$ cat config.mk
export PLATFORM = sky130hd
export DESIGN_NAME = mmio_uart_tx
export DESIGN_NICKNAME = d
export VERILOG_FILES = /design/src/rtl/mmio_uart_tx.sv
export SDC_FILE = /design/constraint.sdc
export NUM_CORES = 1
export LEC_CHECK = 0
export CELL_PAD_IN_SITES_DETAIL_PLACEMENT = 1
export CELL_PAD_IN_SITES_GLOBAL_PLACEMENT = 1
export CORE_MARGIN = 10
export CORE_UTILIZATION = 40
export DETAILED_ROUTE_END_ITERATION = 6
export PLACE_DENSITY = 0.77
export SYNTH_ARGS = -nofsm -noshare
export SYNTH_HDL_FRONTEND = slang
export SYNTH_SLANG_ARGS = --single-unit
$ cat constraint.sdc
create_clock -name i_clk -period 4.44 [get_ports i_clk]
set_clock_uncertainty 0.1 [all_clocks]
set_input_delay 0.444 -clock i_clk [delete_from_list [all_inputs] [get_ports i_clk]]
set_output_delay 0.444 -clock i_clk [all_outputs]
set_load 0.05 [all_outputs]
$ cat src/rtl/mmio_uart_tx.sv
`default_nettype none
// +----------------------------------------------------------------------------+
// | mmio_uart_tx : MMIO-mapped 8N1 UART transmitter with TX FIFO               |
// | Optional IRQ output/CTRL register: define MMIO_UART_TX_IRQ_EN  | rev 1.0   |
// +----------------------------------------------------------------------------+
module mmio_uart_tx #(
  parameter int unsigned FIFO_DEPTH  = 8,
  parameter logic [15:0] DEFAULT_DIV = 16'd434
) (
  input  logic        i_clk,
  input  logic        i_rst_n,
  input  logic [29:0] i_addr,
  input  logic [31:0] i_data,
  input  logic        i_wren,
  input  logic [3:0]  i_mask,
  output logic [31:0] o_data,
`ifdef MMIO_UART_TX_IRQ_EN
  output logic        o_irq,
`endif
  output logic        o_tx
);

  localparam int unsigned c_PTR_W = $clog2(FIFO_DEPTH);
  localparam int unsigned c_LVL_W = c_PTR_W + 1;

  typedef enum logic [1:0] {
    S_IDLE  = 2'd0,
    S_START = 2'd1,
    S_DATA  = 2'd2,
    S_STOP  = 2'd3
  } state_e;

  state_e               state_q, state_d;
  logic                 tx_q, tx_d;
  logic [7:0]           shift_q, shift_d;
  logic [2:0]           bit_cnt_q, bit_cnt_d;
  logic [15:0]          baud_cnt_q, baud_cnt_d;
  logic [15:0]          div_act_q, div_act_d;
  logic [15:0]          baud_div_q;
  logic                 ovf_q;
  logic [7:0]           mem_q [FIFO_DEPTH];
  logic [c_PTR_W-1:0]   wr_ptr_q, rd_ptr_q;
  logic [c_LVL_W-1:0]   level_q, level_d;

  logic                 w_write;
  logic                 w_sel_tx, w_sel_stat, w_sel_baud, w_sel_ctrl;
  logic                 w_push_req, w_push, w_pop;
  logic                 w_full, w_empty, w_busy;
  logic                 w_bit_end, w_load;
  logic [15:0]          w_div_eff;
  logic [7:0]           w_level8;
  logic                 w_ctrl_rd;
  logic                 w_unused;

  assign w_write    = i_wren & (|i_mask);
  assign w_sel_tx   = (i_addr[1:0] == 2'd0);
  assign w_sel_stat = (i_addr[1:0] == 2'd1);
  assign w_sel_baud = (i_addr[1:0] == 2'd2);
  assign w_sel_ctrl = (i_addr[1:0] == 2'd3);

  assign w_full     = (level_q == c_LVL_W'(FIFO_DEPTH));
  assign w_empty    = (level_q == '0);
  assign w_busy     = (state_q != S_IDLE);
  // Full is judged on the pre-pop level, so a push is dropped even when a pop coincides.
  assign w_push_req = w_write & w_sel_tx & i_mask[0];
  assign w_push     = w_push_req & ~w_full;
  assign w_pop      = w_load;

  assign w_div_eff  = (baud_div_q == 16'd0) ? 16'd1 : baud_div_q;
  assign w_bit_end  = (baud_cnt_q == (div_act_q - 16'd1));
  assign w_load     = ~w_empty & ((state_q == S_IDLE) | ((state_q == S_STOP) & w_bit_end));

  assign w_level8   = 8'(level_q);
  assign w_unused   = &{1'b0, i_addr[29:2], i_data[31:16]};

  // FIFO storage carries no reset; flushing is done through the pointers.
  always_ff @(posedge i_clk) begin
    if (w_push) begin
      mem_q[wr_ptr_q] <= i_data[7:0];
    end
  end

  always_comb begin
    level_d = level_q;
    case ({w_push, w_pop})
      2'b10:   level_d = level_q + c_LVL_W'(1);
      2'b01:   level_d = level_q - c_LVL_W'(1);
      default: level_d = level_q;
    endcase
  end

  always_ff @(posedge i_clk or negedge i_rst_n) begin
    if (!i_rst_n) begin
      wr_ptr_q <= '0;
      rd_ptr_q <= '0;
      level_q  <= '0;
    end else begin
      if (w_push) wr_ptr_q <= wr_ptr_q + c_PTR_W'(1);
      if (w_pop)  rd_ptr_q <= rd_ptr_q + c_PTR_W'(1);
      level_q <= level_d;
    end
  end

  always_ff @(posedge i_clk or negedge i_rst_n) begin
    if (!i_rst_n) begin
      baud_div_q <= DEFAULT_DIV;
      ovf_q      <= 1'b0;
    end else begin
      if (w_write & w_sel_baud) begin
        if (i_mask[0]) baud_div_q[7:0]  <= i_data[7:0];
        if (i_mask[1]) baud_div_q[15:8] <= i_data[15:8];
      end
      if (w_push_req & w_full) begin
        ovf_q <= 1'b1;
      end else if (w_write & w_sel_stat & i_mask[0] & i_data[3]) begin
        ovf_q <= 1'b0;
      end
    end
  end

  always_comb begin
    state_d    = state_q;
    tx_d       = tx_q;
    shift_d    = shift_q;
    bit_cnt_d  = bit_cnt_q;
    div_act_d  = div_act_q;
    baud_cnt_d = w_bit_end ? 16'd0 : (baud_cnt_q + 16'd1);
    case (state_q)
      S_IDLE: begin
        tx_d       = 1'b1;
        baud_cnt_d = 16'd0;
      end
      S_START: begin
        if (w_bit_end) begin
          state_d   = S_DATA;
          tx_d      = shift_q[0];
          bit_cnt_d = 3'd0;
        end
      end
      S_DATA: begin
        if (w_bit_end) begin
          if (bit_cnt_q == 3'd7) begin
            state_d = S_STOP;
            tx_d    = 1'b1;
          end else begin
            shift_d   = shift_q >> 1;
            tx_d      = shift_q[1];
            bit_cnt_d = bit_cnt_q + 3'd1;
          end
        end
      end
      S_STOP: begin
        if (w_bit_end) begin
          state_d = S_IDLE;
          tx_d    = 1'b1;
        end
      end
      default: begin
        state_d = S_IDLE;
        tx_d    = 1'b1;
      end
    endcase
    // Frame start, from IDLE or straight out of STOP for back-to-back bytes.
    if (w_load) begin
      state_d    = S_START;
      tx_d       = 1'b0;
      shift_d    = mem_q[rd_ptr_q];
      div_act_d  = w_div_eff;
      baud_cnt_d = 16'd0;
    end
  end

  always_ff @(posedge i_clk or negedge i_rst_n) begin
    if (!i_rst_n) begin
      state_q    <= S_IDLE;
      tx_q       <= 1'b1;
      shift_q    <= 8'd0;
      bit_cnt_q  <= 3'd0;
      baud_cnt_q <= 16'd0;
      div_act_q  <= 16'd1;
    end else begin
      state_q    <= state_d;
      tx_q       <= tx_d;
      shift_q    <= shift_d;
      bit_cnt_q  <= bit_cnt_d;
      baud_cnt_q <= baud_cnt_d;
      div_act_q  <= div_act_d;
    end
  end

  assign o_tx = tx_q;

`ifdef MMIO_UART_TX_IRQ_EN
  logic irq_en_q;
  logic irq_q;

  always_ff @(posedge i_clk or negedge i_rst_n) begin
    if (!i_rst_n) begin
      irq_en_q <= 1'b0;
      irq_q    <= 1'b0;
    end else begin
      if (w_write & w_sel_ctrl & i_mask[0]) irq_en_q <= i_data[0];
      irq_q <= irq_en_q & w_empty & ~w_busy;
    end
  end

  assign o_irq     = irq_q;
  assign w_ctrl_rd = irq_en_q;
`else
  assign w_ctrl_rd = 1'b0 & w_sel_ctrl;
`endif

  always_comb begin
    o_data = 32'd0;
    case (i_addr[1:0])
      2'd1:    o_data = {16'd0, w_level8, 4'd0, ovf_q, w_busy, w_empty, w_full};
      2'd2:    o_data = {16'd0, baud_div_q};
      2'd3:    o_data = {31'd0, w_ctrl_rd};
      default: o_data = 32'd0;
    endcase
  end

endmodule
`default_nettype wire

==> metrics.cfg, run 1 <==
[sta]
setup_viol=0
rsz0062_at_grt=no
max_freq_mhz=243
setup_tns_ps=0
worst-slew-pin-transition_ps=1090
finalHoldViolCount=0
hold_ws_ps=40.4
fin_crit_ps=4110
fin_crit_sh_pct=92.6
slew_headroom_pct=27.1
slew_violations=0

[final_layout]
num_antenna_cells=0
final_cell_mix=dfrtp_1, edfxtp_1, nand2_1
design_area_mm2=0.00807
drive_above_1_share_pct=20.9
final_common_cell=dfrtp_1
area_growth_pct=17.3
fillers=1730
finalNetCount=666
final_cells=813

[cts]
worst_skew_pair.late_latency_ps=440
cts_hold_buf=0
ctsResizeCount=0
cts_buffers=17
htree_levels=4
cts.path.max_buffers=2
clk_pin_slew_worst_paths_ps=70
cts_setup_buffers=0
cts_tree=built
clock_sinks=137
clock-root-buffer=clkbuf_16

[global_route]
grt_max_degree=74
antenna_found_initial=0
grt-ovfl-total=0
grt_pass1_vias=4839
grt_pass1_wl_um=26900
track_usage_pct=15.3

[detailed_routing]
dr.first_iter.drc_count=190
vias=4410
wl_um=16400
wl_per_cell_um=20.1
routed_via_density=5.42
first_pass_iters=4
antenna_left=0
drcViolationCount=0

[die]
rows=47
initial_core_util_pct=41.2
coreArea_mm2=0.0167
die_h_um=151
die-area_mm2=0.0228
fp.dieW_um=151
io_pins=102

[power_and_ir_drop]
p_comb_share_pct=32.3
powerDensity_mw_per_mm2=631
power.switching_mw=1.89
ir_worst_vdd_uv=331
p_leak_nw=3.12
p_seq_share_pct=39.5
totalPowerFinal_mw=5.09
intPower_mw=3.20
clkPwrFrac_pct=28.2
sw_frac_of_total_pct=37.0

[worst_setup_path]
startpoint_type=flop
cp_top_family=simple AND/OR/NAND/NOR gates
critPathKind=flop to flop
cp.arrival_ps=4330
critPathCaptureType=flop
slowest_delay_ps=470
path_common_cell=ha_1
crit_path_max_fanout=4
cp_data_required_time_ps=4650
cpMaxStageDelayCell=or3b_2
worst-path-buf-inv=2
crit_chain=inv_1 > ha_1 > or3b_2 > or3_4 > nor4_2 > a311oi_4 > nor4b_4 > a31o_1 > ha_1 > buf_4 > mux2i_1 > a222oi_1 > nor2_1 > xor2_1

[yosys]
async_flop_share_pct=53.3
syn_area_mm2=0.00688
synthCells=531
synth-edff-count=64
yosysUniqueCellTypes=60
synth_top_area_share_pct=27.9
ys.flop_type=dfrtp_1
yosysWarnings=0
syn_area_per_cell_um2=13.0
yosys.area.top_type=edfxtp_1
ys_seq_area_share_pct=54.6
synth_area_leaders=edfxtp_1, dfrtp_1, mux4_2, mux2_2, ha_1
ys_ff_latch=137

[placement]
io_buffers=39
dp_hpwl_um=11600
place_area_mm2=0.00744
gp_congestion=0.830
placedCellCount=779

[worst_hold_path]
holdCritPathClass=input port to async pin

[run_status]
outcome=complete, no violations

[job]
cap_violations=0

synth_stat cells (3+ instances only):
cell type,count
dfrtp_1,66
edfxtp_1,64
nand2_1,39
nor2_1,31
mux2_2,22
xor2_1,22
nand3_1,20
ha_1,17
xnor2_1,17
buf_4,16
mux4_2,16
nor2b_1,13
mux2_4,12
mux2i_1,12
o21ai_0,12
a21oi_1,11
nor3_1,11
clkbuf_1,10
inv_1,10
and2_1,9
nor4_1,9
a22oi_1,7
dfstp_2,7
nand2b_1,7
o221a_2,7
buf_1,6
and3_1,5
buf_6,4
or3_1,4
a211o_1,3
a32oi_1,3
nand3b_1,3
nor3b_1,3
nor4_2,3
sequential cells by signal, indices dropped and copies added, names as in the netlist:
| signal | count |
|---|---|
| baud_cnt_q | 16 |
| wr_ptr_q | 3 |
| o_tx | 1 |
| shift_q | 8 |
| div_act_q | 16 |
| mem_q | 64 |
| baud_div_q | 16 |
| level_q | 4 |
| rd_ptr_q | 3 |
| ovf_q | 1 |
| bit_cnt_q | 3 |
| state_q | 2 |
metrics by stage:
stage	utilization, %	setup slack [ps]
2_1_floorplan	-	294
3_3_place_gp	44.5	347
3_5_place_dp	44.5	149
4_1_cts	48.2	112
5_1_grt	48.3	133
6_report	48.3	326
routing by layer:
metal,vias up,global-route usage [%],share of wire (%)
met5,-,0,0
met4,0,5.25,1.5
met3,12,4.56,4.7
met2,84,25.8,52
met1,2288,18.1,42
li1,2026,-,-
final cells by class:
| cell class | instances | area [µm²] | share of cell area, % |
|---|---|---|---|
| Sequential cell | 137 | 3760 | 46.6 |
| Clock buffer | 17 | 425 | 5.27 |
| Timing Repair Buffer | 53 | 493 | 6.11 |
| Inverter | 10 | 37.5 | 0.465 |
| Tap cell | 220 | 275 | 3.41 |
| Multi-Input combinational cell | 361 | 2890 | 35.8 |
| Clock inverter | 15 | 189 | 2.34 |
final timing paths:
path	start	end	slack [ps]	cells after the start
worst max-delay path	div_act_q[1]$_DFFE_PN0N_	level_q[3]$_DFFE_PN0P_	330	14
worst min-delay path	i_rst_n	wr_ptr_q[2]$_DFFE_PN0P_	40	1
worst max register to register	div_act_q[1]$_DFFE_PN0N_	level_q[3]$_DFFE_PN0P_	330	14
worst min register to register	o_tx$_DFFE_PN1P_	o_tx$_DFFE_PN1P_	370	2
max in group asynchronous	i_rst_n	baud_cnt_q[15]$_DFF_PN0_	3560	1
min in group i_clk	o_tx$_DFFE_PN1P_	o_tx$_DFFE_PN1P_	370	2
power by group through the flow:
stage	clock, mW	combinational (mW)	sequential [mW]
4_1_cts	1.46	1.65	2.01
2_1_floorplan	0	1.41	1.81
3_5_place_dp	0	1.63	2.03
5_1_grt	1.52	1.81	2.07
6_report	1.43	1.64	2.01
3_3_place_gp	0	1.56	2.01
cells by family after synthesis:
family	count (synthesis)	share of synthesized area [%]
adders and majority gates	17	3.09
muxes	62	13.2
AOI/OAI and AO/OA	58	6.53
and+or+nand+nor	169	13.3
buffers and inverters	48	4.18
DFF	137	54.6
xor gates and xnor gates	39	4.97
other	1	0.0545
Note: power is estimated with default switching activity, not from simulation.
==> run 2: changes to the inputs <==
--- a/config.mk
+++ b/config.mk
@@ -5,6 +5,8 @@
 export SDC_FILE = /design/constraint.sdc
 export NUM_CORES = 1
 export LEC_CHECK = 0
+export ABC_CLOCK_PERIOD_IN_PS = 4440
+export CAP_MARGIN = 20
 export CELL_PAD_IN_SITES_DETAIL_PLACEMENT = 1
 export CELL_PAD_IN_SITES_GLOBAL_PLACEMENT = 1
 export CORE_MARGIN = 10
==> run 2 against run 1 <==
  * Die area unchanged
  * Critical path type unchanged
  * Highest routed layer unchanged
  * Power increased by 0.56%
  * Final cell count increased by 0.12%
  * Critical path depth unchanged
  * First-iteration DRC count increased by 22%
  * Wire length about the same
==> metrics.cfg, run 2 (same netlist as run 1, synthesis figures left out) <==
[run_status]
outcome=complete, no violations

[cts]
cts_tree=built
cts_buffers=17
cts.path.max_buffers=2
cts_hold_buf=0
clk_pin_slew_worst_paths_ps=70
cts_setup_buffers=0
clock-root-buffer=clkbuf_16
htree_levels=4
worst_skew_pair.late_latency_ps=440
clock_sinks=137
ctsResizeCount=0

[power_and_ir_drop]
p_leak_nw=3.13
totalPowerFinal_mw=5.12
ir_worst_vdd_uv=330
powerDensity_mw_per_mm2=632

[placement]
io_buffers=39
gp_congestion=0.830
dp_hpwl_um=11600
placedCellCount=779
dp_slack_ps=149
place_area_mm2=0.00744

[final_layout]
multi_input_area_mm2=0.00289
final_cells=814
finalNetCount=667
area_growth_pct=17.7
fillers=1727
final_common_cell=dfrtp_1
seq_area_mm2=0.00376
num_antenna_cells=0
drive_above_1_share_pct=21.0
final_cell_mix=dfrtp_1, edfxtp_1, nand2_1
fin_util_pct=48.5
design_area_mm2=0.00809
regMostFlops=mem_q
largest_reg_flops=64

[detailed_routing]
routed_via_density=5.43
drcViolationCount=0
antenna_left=0
wl_um=16300
first_pass_iters=4
dr.first_iter.drc_count=232
vias=4424
wl_per_cell_um=20.1

[die]
io_pins=102
rows=47
die-area_mm2=0.0228
die_h_um=151
coreArea_mm2=0.0167
initial_core_util_pct=41.2
fp.dieW_um=151

[sta]
rsz0062_at_grt=no
slew_violations=0
worst-slew-pin-transition_ps=943
fin_crit_ps=4130
finalHoldViolCount=0
fin_crit_sh_pct=93.1
worst_slack_ps=307
setup_viol=0
hold_ws_ps=39.7
max_freq_mhz=242
slew_headroom_pct=37.1
setup_tns_ps=0

[global_route]
grt-ovfl-total=0
grt_max_degree=74
grt_pass1_vias=4839
antenna_found_initial=0
track_usage_pct=15.3
grt_pass1_wl_um=26900

[worst_setup_path]
cp_data_required_time_ps=4650
crit_chain=inv_1 > ha_1 > or3b_2 > or3_4 > nor4_2 > a311oi_4 > nor4b_4 > a31o_1 > ha_1 > buf_4 > mux2i_1 > a222oi_1 > nor2_1 > xor2_1
path_common_cell=ha_1
cp.arrival_ps=4340
r2r_slack_ps=310
critPathCaptureType=flop
startpoint_type=flop
critPathKind=flop to flop
cpMaxStageDelayCell=or3b_2
slowest_delay_ps=470
crit_path_max_fanout=4

[job]
cap_violations=0

[worst_hold_path]
holdCritPathClass=input port to async pin

run 2: per-layer routing:
metal	track usage (%)	part of all wire [%]	wire length (µm)
met4	5.25	1.5	252
met2	25.8	52	8560
met5	0	0	0
met1	18.1	41	6680
met3	4.56	5.3	859
run 2: power by group:
part	internal (mW)	switching [mW]
registers	1.59	0.392
logic	0.874	0.833
clock network	0.769	0.663
total	3.23	1.89
run 2: worst max-delay path: cells and delay by family (launching register included):
family | cells | cell delay (ps)
flops | 1 | 420
buf+inv | 2 | 270
fa+ha+maj | 2 | 410
compound gates | 3 | 840
simple gates | 5 | 1720
mux | 1 | 80
xor+xnor | 1 | 150
run 2: area by class of cell:
type	instances	share of cell area, %
clock buffers	17	5.26
clock inverters	15	2.33
inverters	10	0.464
multi-input cells	361	35.7
flip-flops and latches	137	46.4
well taps	220	3.40
repair buffers	54	6.43
run 2: path summary, 6_finish.rpt:
path	start	endpoint	depth (start not counted)
max reg2reg	div_act_q[1]$_DFFE_PN0N_	level_q[3]$_DFFE_PN0P_	14
max	div_act_q[1]$_DFFE_PN0N_	level_q[3]$_DFFE_PN0P_	14
min in group i_clk	o_tx$_DFFE_PN1P_	o_tx$_DFFE_PN1P_	2
min reg2reg	o_tx$_DFFE_PN1P_	o_tx$_DFFE_PN1P_	2
min	i_rst_n	wr_ptr_q[2]$_DFFE_PN0P_	1
max in group asynchronous	i_rst_n	baud_cnt_q[15]$_DFF_PN0_	1
